## config.mk

```make
export PLATFORM = sky130hd
export DESIGN_NAME = div_clock_monitor
export DESIGN_NICKNAME = d
export VERILOG_FILES = /design/src/rtl/div_clock_monitor.sv
export SDC_FILE = /design/constraint.sdc
export NUM_CORES = 1
export LEC_CHECK = 0
export CORE_MARGIN = 1
export CORE_UTILIZATION = 35
export CTS_CLUSTER_DIAMETER = 200
export DETAILED_ROUTE_END_ITERATION = 8
export PLACE_DENSITY = 0.62
export SLEW_MARGIN = 10
export SYNTH_ARGS = -nofsm -noshare
export SYNTH_HDL_FRONTEND = slang
export SYNTH_SLANG_ARGS = --single-unit
```

## constraint.sdc

```tcl
create_clock -name clock -period 7.35 [get_ports clock]
set_input_delay 1.8375 -clock clock [delete_from_list [all_inputs] [get_ports clock]]
set_output_delay 1.8375 -clock clock [all_outputs]
set_load 0.01 [all_outputs]
```

## src/rtl/div_clock_monitor.sv

```systemverilog
// div_clock_monitor
// Receives a ripple-divided clock in the fast `clock` domain. It turns each
// rising edge into a one-cycle `edge_tick` enable and measures the divided
// period in `clock` cycles. It declares lock after a run of in-tolerance
// periods and flags a timeout when the divided clock stops toggling.
// `reset` is asynchronous and active-low.

module div_clock_monitor #(
    parameter int EXPECTED_PERIOD = 131072,
    parameter int TOLERANCE       = 2,
    parameter int LOCK_COUNT      = 4,
    parameter int COUNT_WIDTH     = 18
) (
    input  logic                   clock,
    input  logic                   reset,
    input  logic                   div_clock,
    output logic                   edge_tick,
    output logic [COUNT_WIDTH-1:0] period,
    output logic                   period_valid,
    output logic                   locked,
    output logic                   timeout
);

    localparam logic [COUNT_WIDTH-1:0] PERIOD_HI = COUNT_WIDTH'(EXPECTED_PERIOD + TOLERANCE);
    localparam logic [COUNT_WIDTH-1:0] PERIOD_LO = COUNT_WIDTH'(EXPECTED_PERIOD - TOLERANCE);
    localparam int                     GOOD_W    = $clog2(LOCK_COUNT + 1);
    localparam logic [GOOD_W-1:0]      LOCK_TARGET = GOOD_W'(LOCK_COUNT);

    typedef enum logic [1:0] {
        IDLE,
        MEASURE,
        LOCKED
    } state_t;

    state_t                   state;
    state_t                   state_next;
    logic                     sync1;
    logic                     sync2;
    logic                     sync3;
    logic [COUNT_WIDTH-1:0]   cnt;
    logic [COUNT_WIDTH-1:0]   cnt_next;
    logic [GOOD_W-1:0]        good_cnt;
    logic [GOOD_W-1:0]        good_next;
    logic [GOOD_W-1:0]        good_inc;
    logic [COUNT_WIDTH-1:0]   measured;
    logic [COUNT_WIDTH-1:0]   period_next;
    logic                     valid_next;
    logic                     timeout_next;
    logic                     in_tol;
    logic                     timeout_hit;

    // Three-flop synchronizer; the third flop only feeds the edge detector
    always_ff @(posedge clock or negedge reset) begin
        if (!reset) begin
            sync1 <= 1'b0;
            sync2 <= 1'b0;
            sync3 <= 1'b0;
        end else begin
            sync1 <= div_clock;
            sync2 <= sync1;
            sync3 <= sync2;
        end
    end

    assign edge_tick = sync2 & ~sync3;

    // Period classification and timeout detection for the current cycle
    always_comb begin
        measured    = cnt + 1'b1;
        in_tol      = (measured >= PERIOD_LO) && (measured <= PERIOD_HI);
        good_inc    = (good_cnt == LOCK_TARGET) ? good_cnt : good_cnt + 1'b1;
        timeout_hit = (state != IDLE) && !edge_tick && (cnt == PERIOD_HI);
    end

    // State register together with the registered datapath and outputs
    always_ff @(posedge clock or negedge reset) begin
        if (!reset) begin
            state        <= IDLE;
            cnt          <= '0;
            good_cnt     <= '0;
            period       <= '0;
            period_valid <= 1'b0;
            locked       <= 1'b0;
            timeout      <= 1'b0;
        end else begin
            state        <= state_next;
            cnt          <= cnt_next;
            good_cnt     <= good_next;
            period       <= period_next;
            period_valid <= valid_next;
            locked       <= (state_next == LOCKED);
            timeout      <= timeout_next;
        end
    end

    // Next-state logic; an edge always takes priority over a timeout
    always_comb begin
        state_next = state;
        case (state)
            IDLE: begin
                if (edge_tick) begin
                    state_next = MEASURE;
                end
            end
            MEASURE: begin
                if (edge_tick) begin
                    if (in_tol && (good_inc == LOCK_TARGET)) begin
                        state_next = LOCKED;
                    end
                end else if (timeout_hit) begin
                    state_next = IDLE;
                end
            end
            LOCKED: begin
                if (edge_tick) begin
                    if (!in_tol) begin
                        state_next = MEASURE;
                    end
                end else if (timeout_hit) begin
                    state_next = IDLE;
                end
            end
            default: state_next = IDLE;
        endcase
    end

    // Datapath next values: counter, good-period run, period report, timeout
    always_comb begin
        cnt_next     = cnt;
        good_next    = good_cnt;
        period_next  = period;
        valid_next   = 1'b0;
        timeout_next = 1'b0;
        case (state)
            MEASURE, LOCKED: begin
                if (edge_tick) begin
                    cnt_next    = '0;
                    period_next = measured;
                    valid_next  = 1'b1;
                    good_next   = in_tol ? good_inc : '0;
                end else if (timeout_hit) begin
                    cnt_next     = '0;
                    good_next    = '0;
                    timeout_next = 1'b1;
                end else begin
                    cnt_next = cnt + 1'b1;
                end
            end
            default: begin
                cnt_next  = '0;
                good_next = '0;
            end
        endcase
    end

endmodule

```

==> impl_metrics.py <==
metrics = {
    "place": {
        "dp_hpwl_mm": 4.17,
        "placed_area_um2": 2920,
        "placement.io_buffers": 24,
        "place.gp.congestion": 0.864,
    },
    "floorplan": {
        "io_pins": 25,
        "row_count": 31,
        "die_h_um": 89.7,
        "floorplan.initialDensity": 0.367,
        "dieArea_um2": 8050,
        "die-width_um": 89.7,
        "coreArea_um2": 7330,
    },
    "clock_tree": {
        "htreeDepth": 2,
        "cts_buffers": 5,
        "hold_buffers": 0,
        "worstSkewPairLatency_ps": 300,
        "cts_tree": "done",
        "cts_root_buffer": "clkbuf_8",
        "clock_sinks": 47,
        "clock_path_buffers": 2,
        "clk_pin_slew_ps": 90,
        "post_cts_resized": 0,
        "post_cts_buffers": 0,
    },
    "detailed_routing": {
        "drt-total-wl_mm": 5.97,
        "drt-initial-drc-count": 121,
        "post_drt_wl_per_cell_um": 14.8,
        "via_count": 2146,
        "routed_via_density": 5.34,
        "drtAntennaViolNets": 0,
        "dr.pass1.iters": 5,
        "route.detailed.drc": 0,
    },
    "yosys": {
        "synth.avg_cell_area_um2": 9.29,
        "synthMostInstantiatedCell": "dfrtp_1",
        "synth_flop_cell": "dfrtp_1",
        "synth_seq_cells": 47,
        "ys_types": 54,
        "synth_area_um2": 2690,
        "synth-edff-count": 0,
        "syn_inst": 290,
        "ys_seq_area_frac": 0.437,
        "synthArstFlopShare": 1.00,
        "syn_nets": 302,
        "yosys-top-cells-area": "dfrtp_1 44%, o21ai_0 4.6%, nor2_1 4.6%",
        "yosys_warnings": 0,
        "yosysTopAreaCell": "dfrtp_1",
        "synth_common_cells": "47 x dfrtp_1, 33 x nor2_1, 30 x nand2_1",
        "synth.top_cell.area_share": 0.437,
    },
    "critical_path": {
        "cp.required_ps": 7560,
        "cp-start-kind": "flip-flop",
        "critPathArrivalTime_ps": 3760,
        "cp_max_fo": 14,
        "end_kind": "flip-flop",
        "path_class": "flip-flop to flip-flop",
    },
    "hold_path": {
        "hold_path.class": "flip-flop to flip-flop",
    },
    "grt": {
        "antenna_found_initial": 0,
        "grt_pass1_wl_mm": 10.1,
        "grt_pass1_vias": 2066,
        "grt_max_degree": 48,
        "gr-total-overflow": 0,
        "grt_usage": 0.154,
    },
    "sta": {
        "fin_skew_ps": 6.05,
        "relSlewSlack": 0.294,
        "period_share": 0.483,
        "hold_viol_final": 0,
        "timing.final.crit_period_ps": 3550,
        "setup_tns_ps": 0,
        "slew_viol_final": 0,
        "fmax_mhz": 282,
        "finalSetupViolations": 0,
        "worst_slew_pin_slew_ps": 1060,
        "rsz0062_at_grt": "no",
    },
    "run": {
        "max_cap_viol_count": 0,
    },
    "finish": {
        "final_area_um2": 3040,
        "syn_to_final_growth_pct": 12.9,
        "final_nets": 314,
        "layout-drive-gt1-share": 0.0627,
        "diodes": 0,
    },
    "pwr": {
        "vdd_drop_max_v": 0.000101,
        "p_per_area_nw_per_um2": 201,
        "leakage_nw": 1.21,
    },
    "status": {
        "status": "finished clean",
    },
}
## path summary, 6_finish.rpt
| kind | startpoint | end | slack (ps) | cells after the start |
|---|---|---|---|---|
| max | cnt[0] | good_cnt[2] | 3800 | 8 |
| min | sync1 | sync2 | 360 | 0 |
| max reg2reg | cnt[0] | good_cnt[2] | 3800 | 8 |
| min reg2reg | sync1 | sync2 | 360 | 0 |
| max in group asynchronous | reset | cnt[17] | 4990 | 1 |
| min in group asynchronous | reset | period[16] | 1720 | 1 |
## critical path, stage by stage, from the launching register on
cell      delay (ps)
dfrtp_1          610
ha_1             490
nand4_1          350
or4_1            580
xor2_1           190
or4b_1           540
and4b_2          370
o221ai_2         120
a22oi_1          200
## cell type report
class                   count  area [um^2]
fillers                   715         4290
multi-input cells         208         1330
flip-flops and latches     47         1180
repair buffers             24          235
well taps                  99          124
clock buffers               6         82.6
inverters                  16         60.1
clock inverters             2         35.0
## flip-flops by register name, indices dropped and copies added (netlist names)
signal / count
cnt: 18
period: 18
good_cnt: 3
state: 2
sync2: 1
sync3: 1
sync1: 1
timeout: 1
locked: 1
period_valid: 1
## metrics by stage
step | total power, mW | hold slack, ps | instances | utilization | setup slack (ps)
after detailed placement | 0.423 | 336 | 394 | 0.399 | 3900
after floorplan | 0.377 | 331 | 290 | - | 4690
after global placement | 0.419 | 333 | 394 | 0.399 | 4030
after CTS | 0.622 | 358 | 402 | 0.415 | 3840
after global routing | 0.647 | 377 | 402 | 0.415 | 3600
final | 0.612 | 360 | 402 | 0.415 | 3800
## cells in the final DEF (no fill, tap or decap), drive strengths merged, types with 5 or more instances in the layout
master         instances
a21oi                  5
clkbuf                 6
clkdlybuf4s50         23
dfrtp                 47
ha                     9
inv                   16
nand2                 30
nand3                  8
nand4                  9
nor2                  33
nor4                   7
o21ai                 25
xnor2                 11
xor2                   7
## cell families (layout without fill, tap and decap cells)
kind of cell,Yosys count,in the layout,share of synthesized area
xor gates and xnor gates,18,18,0.0585
muxes,2,2,0.00790
AOI/OAI and AO/OA,55,55,0.134
buffers and inverters,35,48,0.0701
and+or+nand+nor,124,124,0.251
DFF,47,47,0.437
adders and majority gates,9,9,0.0418
## power by group
group	internal, mW	switching (mW)
clock network	0.110	0.0856
logic	0.0475	0.0765
registers	0.272	0.0205
## routing by layer
metal  vias to the layer above  global-route usage  wire length, um
met5                         -                   0                0
met4                         0              0.0533               90
met3                         8              0.0288              378
met2                        75               0.242             2720
met1                      1018               0.211             2780
li1                       1045                   -                -
No activity file was read; power rests on OpenSTA's default activity.
